[src/rtl/player_move_pkg.sv]
// Shared types and default constants for the player movement controller.
package player_move_pkg;

  typedef enum logic [1:0] {IDLE, SLOW, FAST} move_state_t;

  localparam int DEF_W           = 10;
  localparam int DEF_X_MAX       = 639;
  localparam int DEF_Y_MAX       = 479;
  localparam int DEF_X_INIT      = 320;
  localparam int DEF_Y_INIT      = 240;
  localparam int DEF_STEP        = 1;
  localparam int DEF_STEP_FAST   = 4;
  localparam int DEF_DB_TICKS    = 4;
  localparam int DEF_ACCEL_TICKS = 8;

endpackage

[src/rtl/player_move_if.sv]
// Button inputs and position outputs of the movement controller.
interface player_move_if #(parameter int W = 10);
  logic         btnClk;
  logic         btnU, btnD, btnL, btnR;
  logic [W-1:0] posX, posY;
  logic         moving;
  logic         tick;

  modport master (output btnClk, btnU, btnD, btnL, btnR,
                  input  posX, posY, moving, tick);
  modport slave  (input  btnClk, btnU, btnD, btnL, btnR,
                  output posX, posY, moving, tick);
endinterface

[src/rtl/btn_debounce.sv]
// 2-flop synchronizer followed by a tick-qualified counting debouncer.
module btn_debounce #(
  parameter int DB_TICKS = 4
) (
  input  logic Clk_In,
  input  logic rst,
  input  logic tk,
  input  logic raw,
  output logic db
);
  localparam int CW = $clog2(DB_TICKS + 1);
  localparam logic [CW-1:0] L_DB = CW'(DB_TICKS);

  logic [1:0]    r_sync;
  logic          r_cand;
  logic [CW-1:0] r_cnt;
  logic          r_db;
  logic [CW-1:0] w_cnt_inc;

  assign w_cnt_inc = r_cnt + CW'(1);
  assign db        = r_db;

  always_ff @(posedge Clk_In) begin
    if (rst) begin
      r_sync <= '0;
      r_cand <= 1'b0;
      r_cnt  <= L_DB;
      r_db   <= 1'b0;
    end else begin
      r_sync <= {r_sync[0], raw};
      if (tk) begin
        // A changed sample restarts the run; a full run commits the level.
        if (r_sync[1] != r_cand) begin
          r_cand <= r_sync[1];
          r_cnt  <= CW'(1);
        end else if (r_cnt < L_DB) begin
          r_cnt <= w_cnt_inc;
          if (w_cnt_inc == L_DB) r_db <= r_cand;
        end
      end
    end
  end
endmodule

[src/rtl/player_move_ctrl.sv]
// Steps the player position once per btnClk rising edge from debounced
// direction buttons, with edge saturation and hold-to-accelerate.
module player_move_ctrl
  import player_move_pkg::*;
#(
  parameter int W           = DEF_W,
  parameter int X_MAX       = DEF_X_MAX,
  parameter int Y_MAX       = DEF_Y_MAX,
  parameter int X_INIT      = DEF_X_INIT,
  parameter int Y_INIT      = DEF_Y_INIT,
  parameter int STEP        = DEF_STEP,
  parameter int STEP_FAST   = DEF_STEP_FAST,
  parameter int DB_TICKS    = DEF_DB_TICKS,
  parameter int ACCEL_TICKS = DEF_ACCEL_TICKS
) (
  input  logic           Clk_In,
  input  logic           rst,
  player_move_if.slave   bus
);
  localparam int AW = $clog2(ACCEL_TICKS + 1);
  localparam logic [W:0]    L_XMAX  = (W+1)'(X_MAX);
  localparam logic [W:0]    L_YMAX  = (W+1)'(Y_MAX);
  localparam logic [W:0]    L_STEP  = (W+1)'(STEP);
  localparam logic [W:0]    L_FAST  = (W+1)'(STEP_FAST);
  localparam logic [AW-1:0] L_ACCEL = AW'(ACCEL_TICKS);

  logic          r_bq, r_bqq, w_tk;
  logic [3:0]    w_raw, w_db;
  logic          w_right, w_left, w_down, w_up, w_active;
  move_state_t   r_state, w_state_nxt;
  logic [AW-1:0] r_acc, w_acc_nxt, w_acc_inc;
  logic [W-1:0]  r_x, r_y, w_x_nxt, w_y_nxt;
  logic [W:0]    w_step;
  logic          r_moving, r_tick;

  // Reset to 1 so a btnClk already high at reset release gives no tick.
  always_ff @(posedge Clk_In) begin
    if (rst) begin
      r_bq  <= 1'b1;
      r_bqq <= 1'b1;
    end else begin
      r_bq  <= bus.btnClk;
      r_bqq <= r_bq;
    end
  end
  assign w_tk = r_bq & ~r_bqq;

  // Bit order {U, D, L, R}.
  assign w_raw = {bus.btnU, bus.btnD, bus.btnL, bus.btnR};
  btn_debounce #(.DB_TICKS(DB_TICKS)) u_db [3:0] (
    .Clk_In (Clk_In),
    .rst    (rst),
    .tk     (w_tk),
    .raw    (w_raw),
    .db     (w_db)
  );

  assign w_right  = w_db[0] & ~w_db[1];
  assign w_left   = w_db[1] & ~w_db[0];
  assign w_down   = w_db[2] & ~w_db[3];
  assign w_up     = w_db[3] & ~w_db[2];
  assign w_active = w_right | w_left | w_down | w_up;
  assign w_acc_inc = r_acc + AW'(1);

  // One saturating axis step, computed one bit wider to catch overflow.
  function automatic logic [W-1:0] step_axis(input logic [W-1:0] p,
      input logic inc, input logic dec, input logic [W:0] s,
      input logic [W:0] lim);
    logic [W:0] t;
    t = {1'b0, p};
    if (inc) begin
      t = t + s;
      if (t > lim) t = lim;
    end else if (dec) begin
      t = (t < s) ? '0 : t - s;
    end
    return t[W-1:0];
  endfunction

  always_comb begin
    w_state_nxt = r_state;
    w_acc_nxt   = r_acc;
    w_x_nxt     = r_x;
    w_y_nxt     = r_y;
    w_step      = L_STEP;
    if (w_tk) begin
      if (!w_active) begin
        w_state_nxt = IDLE;
        w_acc_nxt   = '0;
      end else begin
        case (r_state)
          IDLE: begin
            w_acc_nxt   = AW'(1);
            w_state_nxt = (ACCEL_TICKS == 1) ? FAST : SLOW;
          end
          SLOW: begin
            w_acc_nxt = w_acc_inc;
            if (w_acc_inc == L_ACCEL) w_state_nxt = FAST;
          end
          FAST:    w_step = L_FAST;
          default: w_state_nxt = IDLE;
        endcase
        w_x_nxt = step_axis(r_x, w_right, w_left, w_step, L_XMAX);
        w_y_nxt = step_axis(r_y, w_down,  w_up,   w_step, L_YMAX);
      end
    end
  end

  always_ff @(posedge Clk_In) begin
    if (rst) begin
      r_state  <= IDLE;
      r_acc    <= '0;
      r_x      <= W'(X_INIT);
      r_y      <= W'(Y_INIT);
      r_moving <= 1'b0;
      r_tick   <= 1'b0;
    end else begin
      r_state  <= w_state_nxt;
      r_acc    <= w_acc_nxt;
      r_x      <= w_x_nxt;
      r_y      <= w_y_nxt;
      r_moving <= (w_state_nxt != IDLE);
      r_tick   <= w_tk;
    end
  end

  assign bus.posX   = r_x;
  assign bus.posY   = r_y;
  assign bus.moving = r_moving;
  assign bus.tick   = r_tick;
endmodule

[src/flat_wrapper.sv]
// flat-port wrapper written by rule: the top's interface ports become plain ports
module player_move_ctrl_flat import player_move_pkg::*;
#(
  parameter int W           = DEF_W,
  parameter int X_MAX       = DEF_X_MAX,
  parameter int Y_MAX       = DEF_Y_MAX,
  parameter int X_INIT      = DEF_X_INIT,
  parameter int Y_INIT      = DEF_Y_INIT,
  parameter int STEP        = DEF_STEP,
  parameter int STEP_FAST   = DEF_STEP_FAST,
  parameter int DB_TICKS    = DEF_DB_TICKS,
  parameter int ACCEL_TICKS = DEF_ACCEL_TICKS
)
  (Clk_In, rst, bus_btnClk, bus_btnU, bus_btnD, bus_btnL, bus_btnR, bus_posX, bus_posY, bus_moving, bus_tick);
  player_move_if #(.W(W)) bus_i ();
  input  logic Clk_In;
  input  logic rst;
  input wire logic [$bits(bus_i.btnClk)-1:0] bus_btnClk;
  input wire logic [$bits(bus_i.btnU)-1:0] bus_btnU;
  input wire logic [$bits(bus_i.btnD)-1:0] bus_btnD;
  input wire logic [$bits(bus_i.btnL)-1:0] bus_btnL;
  input wire logic [$bits(bus_i.btnR)-1:0] bus_btnR;
  output wire logic [$bits(bus_i.posX)-1:0] bus_posX;
  output wire logic [$bits(bus_i.posY)-1:0] bus_posY;
  output wire logic [$bits(bus_i.moving)-1:0] bus_moving;
  output wire logic [$bits(bus_i.tick)-1:0] bus_tick;
  assign bus_i.btnClk = bus_btnClk;
  assign bus_i.btnU = bus_btnU;
  assign bus_i.btnD = bus_btnD;
  assign bus_i.btnL = bus_btnL;
  assign bus_i.btnR = bus_btnR;
  assign bus_posX = bus_i.posX;
  assign bus_posY = bus_i.posY;
  assign bus_moving = bus_i.moving;
  assign bus_tick = bus_i.tick;
  player_move_ctrl #(.W(W), .X_MAX(X_MAX), .Y_MAX(Y_MAX), .X_INIT(X_INIT), .Y_INIT(Y_INIT), .STEP(STEP), .STEP_FAST(STEP_FAST), .DB_TICKS(DB_TICKS), .ACCEL_TICKS(ACCEL_TICKS)) u_core (.Clk_In(Clk_In), .rst(rst), .bus(bus_i));
endmodule
[config.mk]
export PLATFORM = sky130hd
export DESIGN_NAME = player_move_ctrl_flat
export DESIGN_NICKNAME = d
export VERILOG_FILES = /design/src/rtl/player_move_pkg.sv /design/src/rtl/player_move_if.sv /design/src/rtl/btn_debounce.sv /design/src/rtl/player_move_ctrl.sv /design/src/flat_wrapper.sv
export SDC_FILE = /design/constraint.sdc
export NUM_CORES = 1
export LEC_CHECK = 0
export BUFFER_PORTS_ARGS = -buffer_cell sky130_fd_sc_hd__buf_4
export CORE_MARGIN = 1.5
export CORE_UTILIZATION = 43
export CTS_CLUSTER_DIAMETER = 100
export CTS_CLUSTER_SIZE = 24
export DETAILED_ROUTE_END_ITERATION = 6
export GPL_TIMING_DRIVEN = 1
export PLACE_DENSITY = 0.66
export REMOVE_ABC_BUFFERS = 1
export SLEW_MARGIN = 0
export SYNTH_ARGS = -nofsm -noshare
export SYNTH_HDL_FRONTEND = slang
export SYNTH_SLANG_ARGS = --single-unit
[constraint.sdc]
create_clock -name Clk_In -period 2.2 [get_ports Clk_In]
set_input_delay 0.44 -clock Clk_In [delete_from_list [all_inputs] [get_ports Clk_In]]
set_output_delay 0.44 -clock Clk_In [all_outputs]
set_load 0.005 [all_outputs]
Word level (Yosys, flattened, before mapping) --
Cells that the tools add are included.
Storage, ports and cells: flip-flop bits (word level) 58, input bits 7, output and inout bits 22, word-level logic and storage cells 118
Operators by class: $add $sub $neg 9, $lt $le $gt $ge 8, eq/ne operators 12, muxes and demuxes 25, bitwise logic cells 17, reductions and logical operators 23
Operator list (count):
- 10-bit 2-to-1 mux | 8
- 3-bit 2-to-1 mux | 9
- 10-bit by 11-bit adder with 11-bit output | 2
- 10-bit by 11-bit less-than comparator with 1-bit output | 2
- 11-bit 2-to-1 mux | 2
- 10-bit subtractor | 2
- 2-bit AND reduction | 9
- 4-bit AND reduction | 4
- 2-bit nonzero test | 7
- 3-bit by 1-bit adder with 3-bit output (second input constant) | 4
- 3-bit equality test (second input constant) | 4
- 3-bit less-than comparator (second input constant) | 4
- 11-bit by 10-bit greater-than comparator with 1-bit output (second input constant) | 1
- 11-bit by 9-bit greater-than comparator with 1-bit output (second input constant) | 1
- 1-bit NOT | 9
- 4-bit case mux with 2 select lines | 1
- 2-bit 2-to-1 mux | 3
- 2-bit case mux with 3 select lines | 1
- 3-bit AND reduction | 2
- 1-bit AND | 5
- 4-bit by 1-bit adder with 4-bit output (second input constant) | 1
- 4-bit equality test (second input constant) | 1
- 4-bit 2-to-1 mux | 1
- 1-bit inequality test | 4
- other kinds (5) | 7

Depth between registers and ports, before layout --
word-level depth 11, depth in mapped cells 10, depth with buffers taken out 9

Modules after synthesis --
A second synthesis with hierarchy kept.
Second synthesis, totals: cell total of the unflattened synthesis 437, area, all modules 3681.0 µm²
Modules (own cells, without submodules):
- player_move_ctrl | times used 1, cells each 309, area an instance 2369.8 µm², seq. area each 600.6 µm²
- btn_debounce | times used 4, cells each 32, area an instance 327.8 µm², seq. area each 140.1 µm²

Least setup slack after synthesis --
Ideal clock, no wire load.
path kind flip-flop to flip-flop, from reg u_core.r_state[0], to reg u_core.r_y[0], in the netlist u_core.bus.posY[0], setup time 0.138 ns, data arrival time 2.230 ns, path slack -0.168 ns, stages on the path, launching flop included 9, path buffers 0, clock period less this slack 2.368 ns, path through dfxtp_1 > nand2b_1 > ha_1 > nand3b_1 > a211o_1 > nor4b_4 > o22ai_2 > a21oi_2 > a221oi_1
On the way: longest elaborated chain between the ends 8
RTL lines:
- from (decl) | line player_move_ctrl.sv:30 | move_state_t r_state, w_state_nxt;
- from (signal assigned) | line player_move_ctrl.sv:118 | r_state <= w_state_nxt;
- 2-bit equality test (*) | line player_move_ctrl.sv:91 | case (r_state)
- 3-bit 2-to-1 mux (*) | line player_move_ctrl.sv:91
- 11-bit 2-to-1 mux (*) | line player_move_ctrl.sv:87 | if (!w_active) begin
- 11-bit 2-to-1 mux (*) | line player_move_ctrl.sv:86 | if (w_tk) begin
- 10-bit by 11-bit adder with 11-bit output, or another cell as far along | line player_move_ctrl.sv:72 | t = t + s;
- 11-bit by 9-bit greater-than comparator with 1-bit output or 10-bit 2-to-1 mux (tied branches) | line player_move_ctrl.sv:73, player_move_ctrl.sv:75
- 10-bit 2-to-1 mux, on equally long branches | line player_move_ctrl.sv:73, player_move_ctrl.sv:74
- 10-bit 2-to-1 mux (*) | line player_move_ctrl.sv:71 | if (inc) begin
- to (signal assigned) | line player_move_ctrl.sv:114 | r_y <= W'(Y_INIT);
- to (signal assigned) | line player_move_ctrl.sv:121 | r_y <= w_y_nxt;
- to (decl) | line player_move_ctrl.sv:32 | logic [W-1:0] r_x, r_y, w_x_nxt, w_y_nxt;
Mark *: on every way between the ends. The rest lies on a longest branch, timed or not. The select of a mux whose other input is x is not followed. A chain may end at the register's enable or synchronous reset.

Final worst setup path --
Same ends and word-level chain as after synthesis.

==> results.sh <==
export IMPL_run_status="finished, violations left"
export IMPL_violations="negative setup slack"
export IMPL_htree_levels=3
export IMPL_cap_violations=0
export IMPL_ys_flop_type="dfxtp_1"
export IMPL_slowest_delay_ns=0.39
export IMPL_num_rows=33
export IMPL_cts_buffers=9
export IMPL_min_period_ns=2.27
export IMPL_via_count=3389
export IMPL_area_delta_synth_final_pct=24.9
export IMPL_global_route_usage_total_pct=19.6
export IMPL_synth_seq_cells=58
export IMPL_finalMaxSlewViolations=0
export IMPL_critical_path_top_delay_family="compound AO/OA/AOI/OAI gates"
export IMPL_vias_per_cell=5.60
export IMPL_end_kind="flip-flop"
export IMPL_wl_met1_um=3840
export IMPL_clk_path_buf_depth=2
export IMPL_first_iter_violations=154
export IMPL_maxSlewHeadroom_pct=59.6
export IMPL_fin_crit_sh_pct=103
export IMPL_hold_class="input port to flip-flop"
export IMPL_cts_root_buf="clkbuf_8"
export IMPL_ff2ff_setup_slack_ns=-0.07
export IMPL_fmax_mhz=441
export IMPL_die_area_um2=8940
export IMPL_overflow=0
export IMPL_cp_start_kind="flip-flop"
export IMPL_cp_arrival_ns=2.45
export IMPL_wl_per_cell_um=14.2
export IMPL_antenna_found_initial=0
export IMPL_ant_nets=0
export IMPL_cp_max_fo=5
export IMPL_coreArea_um2=8180
export IMPL_final_hold_violation_count=0
export IMPL_wl_um=8610
export IMPL_nNetsFinal=526
export IMPL_async_flop_share_pct=0
export IMPL_p_leak_nw=1.78
export IMPL_worstMarginPinSlew_ns=0.607
export IMPL_wl_met3_um=443
export IMPL_synthesis_area_um2=3610
export IMPL_worst_path_buf_inv=0
export IMPL_power_density_nw_per_um2=465
export IMPL_ys_seq_area_share_pct=32.2
export IMPL_drcViolationCount=0
export IMPL_rsz0062_at_grt="yes"
export IMPL_grt_max_degree=60
export IMPL_fin_worst_skew_ns=0.0114
export IMPL_path_cells="nand2b_4, ha_4, nand3b_1, a211o_1, nor4b_4, o22ai_2, a21oi_4, a221oi_1"
export IMPL_gp_congestion=0.864
export IMPL_yosys_warnings=0
export IMPL_fp_dieH_um=94.6
export IMPL_dieWidth_um=94.6
export IMPL_grt_pass1_vias=3117
export IMPL_io_buffers=28
export IMPL_synth_distinct_cells=71
export IMPL_placed_cells=579
export IMPL_synthesis_instances=435
export IMPL_worst_ir_drop_vdd_mv=0.503
export IMPL_wl_met2_um=4190
export IMPL_critPathRequiredTime_ns=2.38
export IMPL_diodes=0
export IMPL_syn_avg_cell_area_um2=8.29
export IMPL_hpwl_um=5710
export IMPL_synth_edf_count=0
export IMPL_final_setup_viol_count=6
export IMPL_highest_layer="met4"
export IMPL_setup_ws_ns=-0.0669
export IMPL_critical_path_class="flip-flop to flip-flop"
export IMPL_dr_pass1_iters=5
export IMPL_ios=29
export IMPL_cts_tree="done"
export IMPL_instances_no_fill=605
export IMPL_start_util_pct=44.1
export IMPL_grt_pass1_wl_um=14000
export IMPL_clkTransAtPathRegs_ns=0.07
export IMPL_cts_sinks=58
export IMPL_clk_latency_ns=0.33
export IMPL_slowest_stage="a211o_1"
export IMPL_total_power_mw=2.09
export IMPL_fin_util_pct=55.1
export IMPL_drive_above_1_share_pct=28.2
==> final cells by class <==
| cell class | count | area, µm² |
|---|---|---|
| clock buffers | 9 | 124 |
| inverters | 14 | 55.1 |
| well taps | 105 | 131 |
| clock inverters | 7 | 70.1 |
| multi-input cells | 335 | 2380 |
| fillers | 768 | 3670 |
| flip-flops and latches | 58 | 1160 |
| repair buffers | 77 | 582 |
==> synthesized netlist by cell type (5+ instances only) <==
library cell   n  area, µm²
inv_1         14       52.6
nor3_1        13       65.1
ha_1          24        300
o21ai_0       18       90.1
buf_2          6       30.0
a211oi_1       7       52.6
a31oi_1        6       37.5
clkbuf_1      15       56.3
o21bai_1       5       37.5
nor2b_1       16        100
a22oi_1       11       82.6
nand2_1       35        131
nand2b_1       9       56.3
a21oi_1       29        145
dfxtp_1       58       1160
nor4_1         5       31.3
nand3_1       10       50.1
nor2_1        48        180
xnor2_1       15        131
==> metal layers <==
metal / GRT usage, % / vias to the layer above
met5: 0 / -
met4: 4.73 / 0
met3: 4.99 / 13
met2: 33.3 / 115
met1: 24.8 / 1590
li1: - / 1671
==> logic make-up after synthesis <==
group / after synthesis / share of synthesized area, %
flops: 58 / 32.2
compound gates: 117 / 22.6
buf+inv: 42 / 5.24
fa+ha+maj: 24 / 8.33
mux: 7 / 2.05
simple gates: 168 / 24.9
xor+xnor: 19 / 4.61
==> cell usage in the layout (no fill, tap or decap), types with 9 or more instances in the layout <==
cell and instances:
buf_4 76, dfxtp_1 56, nor2_1 47, nand2_1 35, a21oi_1 29, ha_1 18
xnor2_1 15, o21ai_0 15, nor2b_1 14, inv_1 12, nor3_1 12, a22oi_1 11
nand3_1 10, clkbuf_8 9
==> report_power, final <==
group | internal (mW) | leakage [nW] | switching (mW)
clock | 0.520 | 0.0990 | 0.447
combinational | 0.0240 | 1.21 | 0.0347
sequential | 1.06 | 0.471 | 0.00669
==> worst paths after layout <==
check	startpoint	end	cells after the start
setup / recovery	u_core.r_state[0]	u_core.bus.posY[0]	8
setup reg to reg	u_core.r_state[0]	u_core.bus.posY[0]	8
hold reg to reg	u_core.u_db[3].r_sync[0]	u_core.u_db[3].r_sync[1]	1
hold / removal	bus_btnClk	u_core.r_bq	2
==> worst register-to-register path, stage by stage (launching register included) <==
cell and delay (ns):
dfxtp_2 0.32, nand2b_4 0.16, ha_4 0.25, nand3b_1 0.24, a211o_1 0.39, nor4b_4 0.26
o22ai_2 0.15, a21oi_4 0.25, a221oi_1 0.10
==> sequential cells by signal, indices dropped and copies added (netlist names) <==
name / cells
u_core.bus.moving: 1
u_core.bus.posX: 10
u_core.bus.posY: 10
u_core.bus.tick: 1
u_core.r_acc: 4
u_core.r_bq: 1
u_core.r_bqq: 1
u_core.r_state: 2
u_core.u_db.db: 4
u_core.u_db.r_cand: 4
u_core.u_db.r_cnt: 12
u_core.u_db.r_sync: 8
==> through the flow <==
stage | instance area, µm² | TNS [ns] | setup slack [ns] | hold WS, ns
floorplan | 3470 | -0.881 | -0.164 | 0.414
global placement | 4100 | -0.816 | -0.114 | 0.416
detailed placement | 4100 | -1.27 | -0.183 | 0.430
CTS | 4380 | 0 | 0.00815 | 0.288
global route | 4510 | -1.46 | -0.152 | 0.288
finish | 4510 | -0.313 | -0.0669 | 0.303
==> repair_timing <==
| item | in CTS | in global routing |
|---|---|---|
| setup endpoints to repair | 11 | 15 |
| hold buffers | 0 | 0 |
| resized for setup | 13 | 20 |
| setup buffers | 3 | 7 |
| pin swaps | 6 | 18 |
No activity file was read; power rests on OpenSTA's default activity.
